==> src/rtl/mem_access_stage.sv <==
// MEM stage: captures execute results, runs loads/stores over a req/gnt/rvalid
// data-memory port, stalls upstream while an access is outstanding, and emits a
// registered writeback packet. Optional feature macro: MEM_MISALIGN_TRAP_EN
// (misaligned halfword/word accesses trap at accept instead of being forced aligned).
module mem_access_stage #(
    parameter int unsigned TIMEOUT_CYCLES = 16
) (
    input  logic        clk_i,
    input  logic        reset_ni,
    input  logic        valid_i,
    input  logic [31:0] alu_result_i,
    input  logic [31:0] read_data2_i,
    input  logic [4:0]  write_addr_reg_i,
    input  logic [2:0]  funct3_i,
    input  logic        mem_read_i,
    input  logic        mem_write_i,
    input  logic        reg_write_i,
    output logic        stall_o,
    output logic        dmem_req_o,
    output logic        dmem_we_o,
    output logic [31:0] dmem_addr_o,
    output logic [3:0]  dmem_be_o,
    output logic [31:0] dmem_wdata_o,
    input  logic        dmem_gnt_i,
    input  logic        dmem_rvalid_i,
    input  logic [31:0] dmem_rdata_i,
    output logic        wb_valid_o,
    output logic        wb_we_o,
    output logic [4:0]  wb_addr_o,
    output logic [31:0] wb_data_o,
    output logic        bus_err_o,
    output logic        misalign_o
);

    localparam logic [1:0] ST_IDLE = 2'd0;
    localparam logic [1:0] ST_REQ  = 2'd1;
    localparam logic [1:0] ST_WAIT = 2'd2;

    localparam int unsigned CNT_W = (TIMEOUT_CYCLES > 0) ? $clog2(TIMEOUT_CYCLES + 1) : 1;

    // State and captured instruction
    logic [1:0]       r_state;
    logic [CNT_W-1:0] r_cnt;
    logic [31:0]      r_addr;
    logic [3:0]       r_be;
    logic [31:0]      r_wdata;
    logic             r_we;
    logic [2:0]       r_funct3;
    logic [4:0]       r_rd;
    logic             r_reg_write;

    // Writeback registers
    logic             r_wb_valid;
    logic             r_wb_we;
    logic [4:0]       r_wb_addr;
    logic [31:0]      r_wb_data;
    logic             r_bus_err;
    logic             r_misalign;

    // Next-state values
    logic [1:0]       w_state_nxt;
    logic [CNT_W-1:0] w_cnt_nxt;
    logic [31:0]      w_addr_nxt;
    logic [3:0]       w_be_nxt;
    logic [31:0]      w_wdata_nxt;
    logic             w_we_nxt;
    logic [2:0]       w_funct3_nxt;
    logic [4:0]       w_rd_nxt;
    logic             w_reg_write_nxt;
    logic             w_wb_valid_nxt;
    logic             w_wb_we_nxt;
    logic [4:0]       w_wb_addr_nxt;
    logic [31:0]      w_wb_data_nxt;
    logic             w_bus_err_nxt;
    logic             w_misalign_nxt;

    // Accept-side decode
    logic             w_is_mem;
    logic             w_sz_byte;
    logic             w_sz_half;
    logic [3:0]       w_be;
    logic [31:0]      w_wdata;
    logic             w_trap;
    logic             w_to_hit;

    // Load lane extraction
    logic [7:0]       w_ld_byte;
    logic [15:0]      w_ld_half;
    logic [31:0]      w_ld_data;

    assign w_is_mem = mem_read_i || mem_write_i;

    // Access size at accept; stores only honour 000/001 as narrow, loads also 100/101
    always_comb begin
        if (mem_write_i) begin
            w_sz_byte = (funct3_i == 3'b000);
            w_sz_half = (funct3_i == 3'b001);
        end else begin
            w_sz_byte = (funct3_i[1:0] == 2'b00);
            w_sz_half = (funct3_i[1:0] == 2'b01);
        end
    end

    // Byte enables and lane-replicated store data; halfword lane picked by a[1] only
    always_comb begin
        if (w_sz_byte) begin
            w_be    = 4'b0001 << alu_result_i[1:0];
            w_wdata = {4{read_data2_i[7:0]}};
        end else if (w_sz_half) begin
            w_be    = alu_result_i[1] ? 4'b1100 : 4'b0011;
            w_wdata = {2{read_data2_i[15:0]}};
        end else begin
            w_be    = 4'b1111;
            w_wdata = read_data2_i;
        end
        if (!mem_write_i) begin
            w_wdata = 32'h0;
        end
    end

`ifdef MEM_MISALIGN_TRAP_EN
    // Misaligned halfword/word memory ops are trapped at accept
    always_comb begin
        w_trap = 1'b0;
        if (w_is_mem) begin
            if (w_sz_half) begin
                w_trap = alu_result_i[0];
            end else if (!w_sz_byte) begin
                w_trap = (alu_result_i[1:0] != 2'b00);
            end
        end
    end
`else
    assign w_trap = 1'b0;
`endif

    // Timeout fires on the last allowed REQ/WAIT cycle; 0 disables it
    assign w_to_hit = (TIMEOUT_CYCLES != 0) && (r_cnt == CNT_W'(TIMEOUT_CYCLES - 1));

    // Select and extend the load lane from the captured address and funct3
    always_comb begin
        unique case (r_addr[1:0])
            2'd0:    w_ld_byte = dmem_rdata_i[7:0];
            2'd1:    w_ld_byte = dmem_rdata_i[15:8];
            2'd2:    w_ld_byte = dmem_rdata_i[23:16];
            default: w_ld_byte = dmem_rdata_i[31:24];
        endcase
        w_ld_half = r_addr[1] ? dmem_rdata_i[31:16] : dmem_rdata_i[15:0];
        case (r_funct3)
            3'b000:  w_ld_data = {{24{w_ld_byte[7]}}, w_ld_byte};
            3'b100:  w_ld_data = {24'h0, w_ld_byte};
            3'b001:  w_ld_data = {{16{w_ld_half[15]}}, w_ld_half};
            3'b101:  w_ld_data = {16'h0, w_ld_half};
            default: w_ld_data = dmem_rdata_i;
        endcase
    end

    // FSM next-state, capture and writeback packet formation
    always_comb begin
        w_state_nxt     = r_state;
        w_cnt_nxt       = r_cnt;
        w_addr_nxt      = r_addr;
        w_be_nxt        = r_be;
        w_wdata_nxt     = r_wdata;
        w_we_nxt        = r_we;
        w_funct3_nxt    = r_funct3;
        w_rd_nxt        = r_rd;
        w_reg_write_nxt = r_reg_write;
        w_wb_valid_nxt  = 1'b0;
        w_wb_we_nxt     = 1'b0;
        w_wb_addr_nxt   = r_wb_addr;
        w_wb_data_nxt   = r_wb_data;
        w_bus_err_nxt   = 1'b0;
        w_misalign_nxt  = 1'b0;

        case (r_state)
            ST_IDLE: begin
                if (valid_i) begin
                    if (!w_is_mem) begin
                        w_wb_valid_nxt = 1'b1;
                        w_wb_we_nxt    = reg_write_i && (write_addr_reg_i != 5'd0);
                        w_wb_addr_nxt  = write_addr_reg_i;
                        w_wb_data_nxt  = alu_result_i;
                    end else if (w_trap) begin
                        w_wb_valid_nxt = 1'b1;
                        w_wb_addr_nxt  = write_addr_reg_i;
                        w_wb_data_nxt  = 32'h0;
                        w_misalign_nxt = 1'b1;
                    end else begin
                        w_state_nxt     = ST_REQ;
                        w_cnt_nxt       = '0;
                        w_addr_nxt      = alu_result_i;
                        w_be_nxt        = w_be;
                        w_wdata_nxt     = w_wdata;
                        w_we_nxt        = mem_write_i;
                        w_funct3_nxt    = funct3_i;
                        w_rd_nxt        = write_addr_reg_i;
                        w_reg_write_nxt = reg_write_i;
                    end
                end
            end
            ST_REQ: begin
                w_cnt_nxt = r_cnt + 1'b1;
                if (w_to_hit) begin
                    w_state_nxt    = ST_IDLE;
                    w_wb_valid_nxt = 1'b1;
                    w_wb_addr_nxt  = r_rd;
                    w_wb_data_nxt  = 32'h0;
                    w_bus_err_nxt  = 1'b1;
                end else if (dmem_gnt_i) begin
                    // rvalid in this same cycle is a protocol violation and ignored
                    w_state_nxt = ST_WAIT;
                end
            end
            ST_WAIT: begin
                w_cnt_nxt = r_cnt + 1'b1;
                if (dmem_rvalid_i) begin
                    w_state_nxt    = ST_IDLE;
                    w_wb_valid_nxt = 1'b1;
                    w_wb_we_nxt    = !r_we && r_reg_write && (r_rd != 5'd0);
                    w_wb_addr_nxt  = r_rd;
                    w_wb_data_nxt  = r_we ? r_addr : w_ld_data;
                end else if (w_to_hit) begin
                    w_state_nxt    = ST_IDLE;
                    w_wb_valid_nxt = 1'b1;
                    w_wb_addr_nxt  = r_rd;
                    w_wb_data_nxt  = 32'h0;
                    w_bus_err_nxt  = 1'b1;
                end
            end
            default: begin
                w_state_nxt = ST_IDLE;
            end
        endcase
    end

    // State, capture and writeback registers; reset aborts any access in flight
    always_ff @(posedge clk_i or negedge reset_ni) begin
        if (!reset_ni) begin
            r_state     <= ST_IDLE;
            r_cnt       <= '0;
            r_addr      <= 32'h0;
            r_be        <= 4'h0;
            r_wdata     <= 32'h0;
            r_we        <= 1'b0;
            r_funct3    <= 3'h0;
            r_rd        <= 5'h0;
            r_reg_write <= 1'b0;
            r_wb_valid  <= 1'b0;
            r_wb_we     <= 1'b0;
            r_wb_addr   <= 5'h0;
            r_wb_data   <= 32'h0;
            r_bus_err   <= 1'b0;
            r_misalign  <= 1'b0;
        end else begin
            r_state     <= w_state_nxt;
            r_cnt       <= w_cnt_nxt;
            r_addr      <= w_addr_nxt;
            r_be        <= w_be_nxt;
            r_wdata     <= w_wdata_nxt;
            r_we        <= w_we_nxt;
            r_funct3    <= w_funct3_nxt;
            r_rd        <= w_rd_nxt;
            r_reg_write <= w_reg_write_nxt;
            r_wb_valid  <= w_wb_valid_nxt;
            r_wb_we     <= w_wb_we_nxt;
            r_wb_addr   <= w_wb_addr_nxt;
            r_wb_data   <= w_wb_data_nxt;
            r_bus_err   <= w_bus_err_nxt;
            r_misalign  <= w_misalign_nxt;
        end
    end

    // Memory port is driven only while requesting; all fields held stable in REQ
    always_comb begin
        stall_o      = (r_state != ST_IDLE);
        dmem_req_o   = (r_state == ST_REQ);
        dmem_we_o    = dmem_req_o && r_we;
        dmem_addr_o  = dmem_req_o ? {r_addr[31:2], 2'b00} : 32'h0;
        dmem_be_o    = dmem_req_o ? r_be : 4'h0;
        dmem_wdata_o = dmem_req_o ? r_wdata : 32'h0;
        wb_valid_o   = r_wb_valid;
        wb_we_o      = r_wb_we;
        wb_addr_o    = r_wb_addr;
        wb_data_o    = r_wb_data;
        bus_err_o    = r_bus_err;
        misalign_o   = r_misalign;
    end

endmodule
==> config.mk <==
export PLATFORM = sky130hd
export DESIGN_NAME = mem_access_stage
export DESIGN_NICKNAME = d
export VERILOG_FILES = /design/src/rtl/mem_access_stage.sv
export SDC_FILE = /design/constraint.sdc
export NUM_CORES = 1
export LEC_CHECK = 0
export ABC_CLOCK_PERIOD_IN_PS = 2000
export CORE_MARGIN = 5
export CORE_UTILIZATION = 25
export CTS_CLUSTER_SIZE = 25
export DETAILED_ROUTE_END_ITERATION = 10
export PLACE_DENSITY = 0.47
export SLEW_MARGIN = 0
export SYNTH_ARGS = -nofsm -noshare
export SYNTH_HDL_FRONTEND = slang
export SYNTH_SLANG_ARGS = --single-unit
export TNS_END_PERCENT = 10
==> constraint.sdc <==
create_clock -name clk_i -period 2 [get_ports clk_i]
set_clock_uncertainty 0.05 [all_clocks]
set_input_delay 0.2 -clock clk_i [delete_from_list [all_inputs] [get_ports clk_i]]
set_output_delay 0.2 -clock clk_i [all_outputs]
set_load 0.03 [all_outputs]
# After elaboration in Yosys (flattened, before gate mapping)

Index checks and enable logic that the tools add are counted.

Order comparisons: 0
Muxes and demuxes: 46
Reduce and logical (&&, ||, !) cells: 21
Shift-type cells: 1
$add $sub $neg: 1
Div/mod/pow operators: 0
Eq/ne operators: 15
Multiply operators: 0
Bitwise operators: 0

Operators with widths:

| cell                | number |
|---|---|
| $mux 32             | 10 |
| $pmux 32 s4         | 1 |
| $pmux 32 s3         | 1 |
| $mux 5              | 6 |
| $pmux 8 s3          | 1 |
| $mux 16             | 1 |
| $mux 4              | 4 |
| $pmux 5 s3          | 1 |
| $mux 2              | 6 |
| $mux 1              | 10 |
| $pmux 5 s2          | 1 |
| $reduce_bool 5->1   | 2 |
| $reduce_and 3->1    | 3 |
| $eq 2x1->1 const B  | 3 |
| $eq 3x1->1 const B  | 2 |
| $eq 3x3->1 const B  | 2 |
| $logic_not 2->1     | 3 |
| $logic_not 3->1     | 2 |
| $ne 2x2->1 const B  | 3 |
| $pmux 2 s3          | 1 |
| $add 5x1->5 const B | 1 |
| $eq 5x4->1 const B  | 1 |
| $eq 2x2->1 const B  | 2 |
| $logic_and 1x1->1   | 4 |
| other kinds (11)    | 13 |

Memories: 0
Memory bits (read-only): 0
Bits in registers: 125
Bits of input ports: 112
Latch bits: 0
Memory bits (writable): 0

# Depth between registers and ports, before layout

Gate-level depths: netlist of the first run.

Depth in word-level cells: 6
Mapped depth: 10

# Worst setup path after synthesis of the first run

Ideal clock, no wire load.

Kind: flip-flop to flip-flop
From: register r_cnt[0]
To: register r_wb_data[21] (netlist: wb_data_o[21])
Arrival: 1.965 ns
Path slack: -0.106 ns
Required time: 1.860 ns
Cell stages (with the launch flop): 11
Period minus slack after synthesis: 2.106 ns
Cells stage by stage: dfrtp_1 > ha_1 > and3_1 > ha_1 > nor2b_1 > clkbuf_1 > clkbuf_1 > nand2_1 > a21oi_1 > o21ai_0 > o221ai_1

Longest elaborated chain between the ends: 4

RTL lines:

| element                | line | text |
|---|---|---|
| from (decl)            | 43   | `logic [CNT_W-1:0] r_cnt;` |
| from (signal assigned) | 257  | `r_cnt <= w_cnt_nxt;` |
| $eq 5x4->1 (*)         | 138  | `assign w_to_hit = (TIMEOUT_CYCLES != 0) && (r_cnt == CNT_W'(TIMEOUT_CYCLES - 1));` |
| $mux 32 (*)            | -    |  |
| $mux 32                | -    |  |
| $pmux 32 s3 (*)        | -    |  |
| to (signal assigned)   | 268  | `r_wb_data <= w_wb_data_nxt;` |
| to (decl)              | 56   | `logic [31:0] r_wb_data;` |

Every way passes the cells marked *; elsewhere a longest branch is shown, timed or not.
A chain may end at the register's enable or synchronous reset.

# Worst setup path after layout of the first run

From: register r_state[1]
To: output dmem_wdata_o[27]

Longest elaborated chain between the ends: 2

RTL lines:

| element                | line | text |
|---|---|---|
| from (decl)            | 42   | `logic [1:0] r_state;` |
| from (signal assigned) | 256  | `r_state <= w_state_nxt;` |
| $eq 2x1->1             | 277  | `dmem_req_o = (r_state == ST_REQ);` |
| $mux 32                | 281  | `dmem_wdata_o = dmem_req_o ? r_wdata : 32'h0;` |
| to (decl)              | 23   | `output logic [31:0] dmem_wdata_o,` |

Every way passes these cells.

==> results of run 1 <==
==> power groups by stage <==
stage	Sequential (W)	Combinational [W]	Clock, W
finish	0.00459	0.00984	0.00335
global route	0.00475	0.0106	0.00353
CTS	0.00457	0.00925	0.00343
detailed placement	0.00457	0.00886	0
global placement	0.00457	0.00880	0
floorplan	0.00472	0.00469	0
==> final cells by class <==
| cell class | instances | area, um2 | share of cell area [%] |
|---|---|---|---|
| Multi-Input combinational cell | 587 | 4160 | 35.1 |
| Sequential cell | 125 | 3130 | 26.4 |
| Tap cell | 390 | 488 | 4.11 |
| Timing Repair Buffer | 315 | 3410 | 28.7 |
| Clock inverter | 13 | 191 | 1.61 |
| Clock buffer | 18 | 429 | 3.62 |
| Inverter | 14 | 55.1 | 0.464 |
==> layer usage <==
metal / up-vias / wire length (um) / global-route usage (%)
li1: 3386 / - / -
met1: 3481 / 13300 / 22.7
met2: 237 / 14300 / 28.1
met3: 29 / 2150 / 5.67
met4: 2 / 486 / 4.77
met5: - / 13 / 0
==> sequential cells by signal, summed over array words and instances, names as in the netlist, 2 cells and up <==
name,count
r_wdata,32
wb_data_o,32
r_funct3,3
r_rd,5
wb_addr_o,5
r_addr,32
r_cnt,5
r_state,2
r_be,4
==> worst register-to-register path: stages, from the launching register on <==
cell,delay (ps)
dfrtp_1,390
ha_2,200
and3_4,190
ha_4,180
buf_6,130
nor2b_4,230
clkbuf_16,220
nand2_1,50
a21oi_1,120
o21ai_1,90
o221ai_1,70
==> synthesized netlist by cell type, drive strengths merged (5+ instances only) <==
| library cell | n | area, um2 |
|---|---|---|
| o221ai | 17 | 149 |
| clkbuf | 42 | 158 |
| nor2b | 15 | 101 |
| a21oi | 39 | 199 |
| a21o | 6 | 45.0 |
| mux2 | 49 | 552 |
| o21ai | 93 | 465 |
| buf | 24 | 155 |
| a222oi | 8 | 80.1 |
| dfrtp | 125 | 3130 |
| nor2 | 8 | 32.5 |
| and2 | 69 | 432 |
| a22oi | 9 | 67.6 |
| o211ai | 8 | 60.1 |
| inv | 14 | 52.6 |
| a22o | 24 | 210 |
| a31oi | 5 | 37.5 |
| nand2 | 129 | 484 |
| ha | 6 | 75.1 |
| mux2i | 41 | 410 |
==> cells by family after synthesis <==
family	Yosys count
AO/OA/AOI/OAI	241
adder cells (fa/ha/maj)	6
buffers and inverters	80
flip-flops	125
multiplexers	92
other	1
AND/OR/NAND/NOR	244
==> through the flow <==
stage               instances  setup TNS [ps]  hold slack (ps)
CTS                      1451            -887              314
floorplan                 791           -2040             -146
global placement         1418           -2100              250
finish                   1462           -2.51              322
detailed placement       1418           -3650              239
global route             1462           -5680              361
==> what timing repair did <==
| action | CTS | global route |
|---|---|---|
| hold buffers | 1 | 0 |
| hold endpoints to repair | 125 | 0 |
| buffers inserted | 0 | 3 |
| endpoints found under the setup margin | 107 | 107 |
| pin swaps | 1 | 23 |
| cloned | 1 | 9 |
| gates resized for setup | 73 | 61 |
==> final timing paths <==
kind                                         start                         to  slack [ps]  depth (start not counted)
max                         r_state[1]$_DFFE_PN0P_           dmem_wdata_o[27]          -2                          7
min                                       reset_ni          wb_we_o$_DFF_PN0_         320                          3
max reg2reg                   r_cnt[1]$_DFFE_PN0P_  wb_data_o[16]$_DFFE_PN0P_          -2                         10
min reg2reg                r_wdata[26]$_DFFE_PN0P_    r_wdata[26]$_DFFE_PN0P_         430                          2
max in group asynchronous                 reset_ni     r_addr[25]$_DFFE_PN0P_        1130                          3
min in group clk_i                     reg_write_i          wb_we_o$_DFF_PN0_         330                          3
==> impl_metrics.py, run 1 <==
metrics = {
    "finish": {
        "final_nets": 1178,
        "finish.instance_area_mm2": 0.0119,
        "drive_gt1_share_pct": 29.9,
        "layout_common_cells": "clkdlybuf4s50_1, dfrtp_1, nand2_1",
        "nFillCells": 2892,
        "antenna_cells": 0,
        "final_util_pct": 40.3,
        "areaGrowthSynthToFinish_pct": 60.6,
        "final_common_cell": "clkdlybuf4s50_1",
    },
    "die": {
        "die_w_um": 182,
        "die_y_um": 182,
        "core_area_mm2": 0.0294,
        "pin_count": 224,
        "rows": 63,
        "die-area_mm2": 0.0331,
        "initial_core_util_pct": 25.1,
    },
    "worst_setup_path": {
        "cpPeakStageDelay_ps": 380,
        "end_kind": "output port",
        "criticalPathCategory": "register to output port",
        "critPathTopFamily": "buffers and inverters",
        "critical_path.max_fanout": 6,
        "critPathArrivalTime_ps": 1750,
        "critPathMostFrequentCell": "buf_6",
        "required_ps": 1750,
        "cp_slowest_cell": "dfrtp_1",
        "cp_num_buf_inv": 5,
        "path_cells": "inv_2 -> buf_6 -> ha_4 -> buf_12 -> clkbuf_16 -> and2_4 -> buf_6",
        "cp-start-kind": "register",
    },
    "synthesis": {
        "synth_compound_area_share_pct": 21.5,
        "ys_ff_latch": 125,
        "synth_top_family_by_area": "compound AO/OA/AOI/OAI gates",
        "synth_area_mm2": 0.00738,
        "synthFlopType": "dfrtp_1",
        "avgSynthCellArea_um2": 9.36,
        "synth_enable_flop_cells": 0,
        "synth_cell_types": 61,
        "yosys_warnings": 0,
        "synth_mux_area_share_pct": 13.7,
        "synthAdderAreaFrac_pct": 1.02,
        "yosysSeqAreaShare_pct": 42.4,
        "synth_simple_gate_area_share_pct": 16.4,
        "ys_async_sr_fraction_pct": 100,
        "yosys.area_share.xor_xnor_pct": 0,
        "syn-instance-count": 789,
    },
    "clocking": {
        "clock_latency_ps": 430,
        "numCtsBuffers": 17,
        "cts_tree": "done",
        "cts_buffer_depth": 2,
        "clock_sinks": 125,
        "h-tree-depth": 4,
        "clk_pin_slew_ps": 60,
        "root_buffer": "clkbuf_16",
    },
    "pwr": {
        "pwr-share-comb_pct": 55.3,
        "max-vdd-ir-drop_mv": 0.618,
        "pwr_density_cell_mw_per_mm2": 1500,
        "p_sw_w": 0.00735,
        "seq_power_share_pct": 25.8,
        "internal_power_w": 0.0104,
        "power.share.clock_pct": 18.8,
        "power_w": 0.0178,
        "p_sw_share_pct": 41.4,
        "leakage_nw": 5.09,
    },
    "placement": {
        "place_area_mm2": 0.0106,
        "gp_congestion": 0.828,
        "numPortBuffers": 220,
        "pre_cts_ws_ps": -193,
        "place_hpwl_um": 21600,
    },
    "global_route": {
        "grt_first_pass_wirelength_um": 45500,
        "grt_max_degree": 85,
        "grt.overflow.total": 0,
        "grt_pass1_vias": 7635,
        "antenna_found_initial": 1,
        "grt_usage_pct": 17.5,
    },
    "sta": {
        "hold_viol": 0,
        "max_freq_ghz": 0.500,
        "fin_ws_ps": -1.70,
        "setup_viol": 2,
        "slew_headroom_pct": 30.4,
        "finalMaxSlewViolations": 0,
        "rsz0062_at_grt": "true",
        "post-route-min-period_ps": 2000,
        "timing.final.crit_share_pct": 100,
        "worst_pin_slew_ps": 1040,
    },
    "routing": {
        "wl_per_cell_um": 20.7,
        "via_count": 7135,
        "firstDrtPassIters": 7,
        "drcViolationCount": 0,
        "wl_um": 30200,
        "drtIter0Drc": 519,
        "viasPerCell": 4.88,
        "ant_nets": 0,
    },
    "job": {
        "drv_cap": 0,
    },
    "hold_path": {
        "hold_class": "primary input to asynchronous set/reset pin",
    },
    "outcome": {
        "status": "complete, but fails checks",
        "violations": "setup timing",
    },
}
Note: power is estimated with default switching activity, not from simulation.
==> run 2: changes to the inputs <==
Settings changed: CTS_CLUSTER_SIZE 25 to 12.
==> results of run 2 <==
No change in the layout: final DEF, timing and power equal those of run 1.
==> run 3: changes to the inputs <==
Settings changed: SLEW_MARGIN 0 to 20.
==> results of run 3 <==
No change in the layout: final DEF, timing and power equal those of run 1.
